### src/rtl/seg_pkg.sv
`default_nettype none
// ============================================================================
//  Module   : seg_pkg
//  Purpose  : Shared types and defaults for the 7-segment display scheduler.
//             Holds the scheduler state encoding, default source count and
//             data width, and a short dwell value suitable for simulation.
//  Ports    : (package, none)
//  Revision : 1.0  initial release
// ============================================================================
package seg_pkg;

  typedef enum logic [0:0] {
    IDLE = 1'b0,
    SHOW = 1'b1
  } state_t;

  localparam int NREQ_DEF        = 3;
  localparam int DW_DEF          = 8;
  localparam int HOLD_CYCLES_SIM = 4;

endpackage : seg_pkg
`default_nettype wire

### src/rtl/rr_pick.sv
`default_nettype none
// ============================================================================
//  Module   : rr_pick
//  Purpose  : Combinational round-robin priority encoder. Finds the first
//             asserted request starting at position ptr and wrapping modulo
//             NREQ. Reusable by any shared-resource arbiter.
//  Ports    : req    in  NREQ  request vector
//             ptr    in  PW    search start position (must be < NREQ)
//             any    out 1     at least one request asserted
//             idx    out PW    index of the winning request (0 if none)
//             onehot out NREQ  one-hot winner (all 0 if none)
//  Revision : 1.0  initial release
// ============================================================================
module rr_pick #(
  parameter int NREQ = 3,
  parameter int PW   = $clog2(NREQ)
) (
  input  logic [NREQ-1:0] req,
  input  logic [PW-1:0]   ptr,
  output logic            any,
  output logic [PW-1:0]   idx,
  output logic [NREQ-1:0] onehot
);

  int cand;

  // Scan from the farthest candidate back to ptr itself so that the last
  // hit written is the nearest one in round-robin order.
  always_comb begin
    any    = 1'b0;
    idx    = '0;
    onehot = '0;
    cand   = 0;
    for (int k = NREQ - 1; k >= 0; k--) begin
      cand = int'(ptr) + k;
      if (cand >= NREQ) cand = cand - NREQ;
      if (req[cand]) begin
        any          = 1'b1;
        idx          = PW'(cand);
        onehot       = '0;
        onehot[cand] = 1'b1;
      end
    end
  end

endmodule : rr_pick
`default_nettype wire

### src/rtl/seg_disp_sched.sv
`default_nettype none
// ============================================================================
//  Module   : seg_disp_sched
//  Purpose  : Round-robin scheduler sharing a hex 7-segment display between
//             NREQ byte sources. A granted byte is shown for HOLD_CYCLES
//             clocks (or until skip), then the next pending source is served.
//  Ports    : clk        in  1       system clock
//             rst_n      in  1       asynchronous active-low reset
//             req_valid  in  NREQ    per-source byte pending
//             req_data   in  NREQ*DW packed data, source i at [i*DW +: DW]
//             req_ready  out NREQ    one-hot grant (Mealy, only in IDLE)
//             skip       in  1       end the current dwell early
//             disp_num   out DW      value to display
//             disp_src   out 3       index of the source shown
//             disp_valid out 1       set by the first grant after reset
//             busy       out 1       high while a byte is being shown
//  Revision : 1.0  initial release
// ============================================================================
module seg_disp_sched
  import seg_pkg::*;
#(
  parameter int NREQ        = NREQ_DEF,
  parameter int DW          = DW_DEF,
  parameter int HOLD_CYCLES = 50_000_000
) (
  input  logic               clk,
  input  logic               rst_n,
  input  logic [NREQ-1:0]    req_valid,
  input  logic [NREQ*DW-1:0] req_data,
  output logic [NREQ-1:0]    req_ready,
  input  logic               skip,
  output logic [DW-1:0]      disp_num,
  output logic [2:0]         disp_src,
  output logic               disp_valid,
  output logic               busy
);

  localparam int PW = $clog2(NREQ);
  localparam int CW = $clog2(HOLD_CYCLES);
  localparam logic [CW-1:0] HOLD_LAST = CW'(HOLD_CYCLES - 1);
  localparam logic [PW-1:0] PTR_LAST  = PW'(NREQ - 1);

  state_t          state;
  logic [CW-1:0]   hold_cnt;
  logic [PW-1:0]   rr_ptr;

  logic            pick_any;
  logic [PW-1:0]   pick_idx;
  logic [NREQ-1:0] pick_onehot;

  rr_pick #(
    .NREQ (NREQ),
    .PW   (PW)
  ) u_pick (
    .req    (req_valid),
    .ptr    (rr_ptr),
    .any    (pick_any),
    .idx    (pick_idx),
    .onehot (pick_onehot)
  );

  // Grant is offered only while idle; gating with rst_n keeps ready low for
  // the whole time reset is held, not just after the first clock.
  assign req_ready = (state == IDLE && rst_n) ? pick_onehot : '0;

  always_ff @(posedge clk or negedge rst_n) begin
    if (!rst_n) begin
      state      <= IDLE;
      disp_num   <= '0;
      disp_src   <= '0;
      disp_valid <= 1'b0;
      busy       <= 1'b0;
      hold_cnt   <= '0;
      rr_ptr     <= '0;
    end else begin
      case (state)
        IDLE: begin
          if (pick_any) begin
            disp_num   <= req_data[int'(pick_idx)*DW +: DW];
            disp_src   <= 3'(pick_idx);
            disp_valid <= 1'b1;
            rr_ptr     <= (pick_idx == PTR_LAST) ? '0 : pick_idx + 1'b1;
            hold_cnt   <= '0;
            busy       <= 1'b1;
            state      <= SHOW;
          end
        end
        SHOW: begin
          if (hold_cnt == HOLD_LAST || skip) begin
            hold_cnt <= '0;
            busy     <= 1'b0;
            state    <= IDLE;
          end else begin
            hold_cnt <= hold_cnt + 1'b1;
          end
        end
        default: begin
          state <= IDLE;
          busy  <= 1'b0;
        end
      endcase
    end
  end

endmodule : seg_disp_sched
`default_nettype wire

### config.mk
export PLATFORM = sky130hd
export DESIGN_NAME = seg_disp_sched
export DESIGN_NICKNAME = d
export VERILOG_FILES = /design/src/rtl/seg_pkg.sv /design/src/rtl/rr_pick.sv /design/src/rtl/seg_disp_sched.sv
export SDC_FILE = /design/constraint.sdc
export NUM_CORES = 1
export LEC_CHECK = 0
export ABC_AREA = 1
export CAP_MARGIN = 15
export CORE_UTILIZATION = 40
export CTS_CLUSTER_SIZE = 30
export DETAILED_ROUTE_END_ITERATION = 8
export GPL_TIMING_DRIVEN = 0
export PLACE_DENSITY_LB_ADDON = 0.15
export SYNTH_ARGS = -nofsm -noshare
export SYNTH_HDL_FRONTEND = slang
export SYNTH_HIERARCHICAL = 1
export SYNTH_SLANG_ARGS = --single-unit
### constraint.sdc
create_clock -name clk -period 2.8 [get_ports clk]
set_input_delay 0.56 -clock clk [delete_from_list [all_inputs] [get_ports clk]]
set_output_delay 0.56 -clock clk [all_outputs]
set_load 0.01 [all_outputs]
==> Implementation_results.wiki <==
{| class="wikitable"
! Metric !! Value
|-
| Final worst slack || 0.153 ns
|-
| Total via count after detailed routing || 2645
|-
| Biggest area contributors in the synthesized netlist || sky130_fd_sc_hd__dfrtp_1 (37%), sky130_fd_sc_hd__nand2_1 (22%), sky130_fd_sc_hd__inv_1 (5.9%)
|-
| Deepest clock path buffer count || 2
|-
| Final hold viol count || 0
|-
| GRT Total Usage || 0.188
|-
| Sequence of cells on the critical path || buf_4 > ha_1 > nand2_1 > clkinv_1 > a21oi_2 > o21ai_2 > inv_2 > nand2_2 > nand2_1 > inv_1 > nor2_1 > dlygate4sd2_1
|-
| Placed cell areas || 3330 sq um
|-
| Die height || 85.4 um
|-
| Leakage power || 1.57 nW
|-
| Status || finished, final reports clean
|-
| Number of buffers created by CTS || 5
|-
| Effective utilization at floorplan || 0.411
|-
| Post-Route Hold Slack || 0.157 ns
|-
| Combinational family with the most area after synthesis || simple AND/OR/NAND/NOR gates
|-
| Power density of the placed cells || 753 nW/um^2
|-
| Crit path capture type || output pin
|-
| Maximum clock rate || 378 MHz
|-
| Max-Slew Margin vs Limit || 0.620
|-
| Warnings from Yosys || 6
|-
| Clock period minus final worst setup slack || 2.65 ns
|-
| Number of failing setup endpoints in the final timing report || 0
|-
| Share of cells above drive strength 1 || 0.109
|-
| Post-synthesis sequential area ratio || 0.369
|-
| Antenna violations before repair || 0
|-
| Via count of the first global-routing pass || 2474
|-
| Slowest-stage cell, CP || sky130_fd_sc_hd__dfrtp_1
|-
| Arrival time at the worst endpoint || 2.09 ns
|-
| Leading cell type in the layout, fill and taps excluded || sky130_fd_sc_hd__nand2_1
|-
| Global-route wire length before repair || 11.0 mm
|-
| Non-Filler Cell Area, Final || 3460 sq um
|-
| Complex-gate fraction of the synthesized area || 0.103
|-
| Area share of fa/ha/maj cells after synthesis || 0.0225
|-
| Leading cell types in the layout, fill and taps excluded || sky130_fd_sc_hd__nand2_1 (165), sky130_fd_sc_hd__inv_1 (44), sky130_fd_sc_hd__nor2_1 (42)
|-
| Cells after Synth || 413
|-
| Multiplexer share of the synthesized area || 0
|-
| Routed Antenna Nets || 0
|-
| Register bit count reported by yosys || 41
|-
| Non-filler cells, final || 547
|-
| Cell mode on critical path || sky130_fd_sc_hd__nand2_1
|-
| Fraction of synthesized cell area in xor and xnor cells || 0.0252
|-
| Wire length reported by the detailed router || 6.53 mm
|-
| Pin slew with the least headroom to its limit || 0.568 ns
|-
| Total Power Consumption || 2.60 mW
|-
| Post-synth top area cell || sky130_fd_sc_hd__dfrtp_1
|-
| Setup slack after placement || -0.0726 ns
|-
| Number of top-level pins || 46
|-
| Area share of and/or/nand/nor cells after synthesis || 0.396
|-
| Routed len/inst || 11.9 um
|-
| Placed cell count || 538
|-
| Worst Path Required || 2.24 ns
|-
| Count of H-tree levels built during CTS || 2
|-
| Filler cell count || 677
|-
| Core box area || 6760 sq um
|-
| Max capacitance violation total || 0
|-
| Worst hold path type || in -> async
|-
| Share of the core filled with cells || 0.512
|-
| Total of hold buffers inserted after clock tree synthesis || 0
|-
| Net count, final || 501
|-
| Skew-Pair Late Insertion Delay || 0.30 ns
|-
| Hpwl dp || 5.07 mm
|-
| Row count || 30
|-
| Slowest Stage Delay on Critical Path || 0.40 ns
|-
| Fin Setup TNS || 0 ns
|-
| Unrepaired setup endpoints after global routing || no
|-
| Worst flop-to-flop path startpoint || rr_ptr[0]$_DFFE_PN0P_
|-
| Skew final || 0.0153 ns
|-
| Overall overflow remaining after global route || 0
|-
| Share of Yosys cell area claimed by the top area cell type || 0.369
|-
| Vias per std cell || 4.84
|-
| Clock-pin transition on the worst setup and hold timing paths || 0.09 ns
|-
| GP Congestion || 0.859
|-
| Fin. max-slew vios || 0
|-
| VDD IR-drop max || 0.472 mV
|-
| Critical Path Fanout Max || 5
|-
| CTS tree || built
|-
| Detailed router's first-iteration violation count || 79
|-
| Number of antenna diodes || 0
|-
| Worst path top cell family by delay || buffers and inverters
|-
| Buffer and inverter count on the worst path || 5
|-
| Post-synthesis average cell area || 6.73 sq um
|-
| Synthesized Nets || 448
|-
| Setup CP Type || reg -> out
|-
| Post-route DRC violation count || 0
|-
| Count of port buffers added during placement || 44
|-
| Area added between synthesis and finish || 24.4%
|-
| Floorplan die area || 7280 sq um
|-
| Period utilization || 0.945
|-
| Total standard cell area after synthesis || 2780 sq um
|-
| Horizontal extent of the die || 85.4 um
|-
| Clock Root Buffer || sky130_fd_sc_hd__clkbuf_8
|-
| Pin count of the biggest net entering global routing || 30
|-
| CP startpoint || rr_ptr[0]$_DFFE_PN0P_
|-
| Total iterations of the first detailed-routing run || 4
|-
| Setup crit start kind || register
|-
| Post-synthesis cell type count || 33
|-
| Number of sinks on the clock net || 41
|}
==> timing repair <==
| action | CTS | global route |
|---|---|---|
| setup endpoints to repair | 3 | 1 |
| gates resized for setup | 4 | 1 |
| endpoints found under the hold margin | 0 | 0 |
| setup buffers | 1 | 0 |
| cloned | 0 | 0 |
==> synth_stat cells <==
cell                       number
sky130_fd_sc_hd__o31ai_1        1
sky130_fd_sc_hd__a21oi_2        1
sky130_fd_sc_hd__a31oi_1        4
sky130_fd_sc_hd__clkinv_1       3
sky130_fd_sc_hd__nor2_2         7
sky130_fd_sc_hd__nand3_4        1
sky130_fd_sc_hd__inv_1         44
sky130_fd_sc_hd__nand3b_1       2
sky130_fd_sc_hd__buf_2          2
sky130_fd_sc_hd__nor2_1        42
sky130_fd_sc_hd__o21ai_2       10
sky130_fd_sc_hd__a41oi_1        6
sky130_fd_sc_hd__dfrtp_1       41
sky130_fd_sc_hd__nand3_2        1
sky130_fd_sc_hd__xor2_1         4
sky130_fd_sc_hd__nor3_1         2
sky130_fd_sc_hd__or2_2          1
sky130_fd_sc_hd__o21bai_1       2
sky130_fd_sc_hd__buf_8          1
sky130_fd_sc_hd__xnor2_1        4
sky130_fd_sc_hd__nand2_1      165
sky130_fd_sc_hd__nand3_1       27
sky130_fd_sc_hd__nand2_2        8
sky130_fd_sc_hd__clkbuf_1       3
sky130_fd_sc_hd__nor2_4         2
sky130_fd_sc_hd__inv_2          3
sky130_fd_sc_hd__o21ai_1        1
sky130_fd_sc_hd__o21ai_0       15
sky130_fd_sc_hd__ha_1           5
sky130_fd_sc_hd__buf_4          1
sky130_fd_sc_hd__a31o_2         1
sky130_fd_sc_hd__conb_1         1
sky130_fd_sc_hd__nand4_1        2
==> report_power, final <==
group          internal, mW  switching [mW]  total (mW)  leakage (nW)
clock network         0.228           0.216       0.444        0.0549
logic                 0.538           0.828        1.37         0.977
registers             0.709          0.0846       0.793         0.535
==> state kept, by name, summed over array words and instances, names as in the netlist <==
register,cells
hold_cnt,26
disp_num,8
disp_src,2
rr_ptr,2
busy,1
disp_valid,1
state,1
==> per-layer routing <==
metal  up-vias  GRT usage  wire length (um)  part of all wire
met3         4     0.0477               388             0.059
met4         0     0.0409                45            0.0069
li1       1404          -                 -                 -
met5         -          0                 0                 0
met1      1176      0.239              3180              0.49
met2        61      0.323              2910              0.45
==> cells by family (layout without fill, tap and decap cells) <==
group / after synthesis / after routing
simple gates: 260 / 260
buf+inv: 57 / 111
compound gates: 41 / 41
flops: 41 / 41
xor+xnor: 8 / 8
fa+ha+maj: 5 / 5
other cells: 1 / 1
==> worst paths after layout <==
path / to / slack, ns / cells past startpoint
setup / recovery: req_ready[1] / 0.15 / 12
hold / removal: hold_cnt[5]$_DFFE_PN0P_ / 0.16 / 1
setup reg to reg: hold_cnt[16]$_DFFE_PN0P_ / 0.35 / 12
hold reg to reg: busy$_DFFE_PN0P_ / 0.48 / 2
max in group asynchronous: hold_cnt[20]$_DFFE_PN0P_ / 2.16 / 2
min in group clk: busy$_DFFE_PN0P_ / 0.48 / 2
==> layout make-up <==
| type | count | area (sq um) | share of cell area |
|---|---|---|---|
| inverter | 50 | 188 | 0.0543 |
| multi-input combinational | 315 | 1530 | 0.444 |
| clock buffer | 7 | 96.3 | 0.0279 |
| buffer | 7 | 43.8 | 0.0127 |
| timing repair buffer | 46 | 460 | 0.133 |
| sequential | 41 | 1030 | 0.297 |
| tap | 80 | 100 | 0.0290 |
| clock inverter | 1 | 8.76 | 0.00253 |
Note: power is estimated with default switching activity, not from simulation.
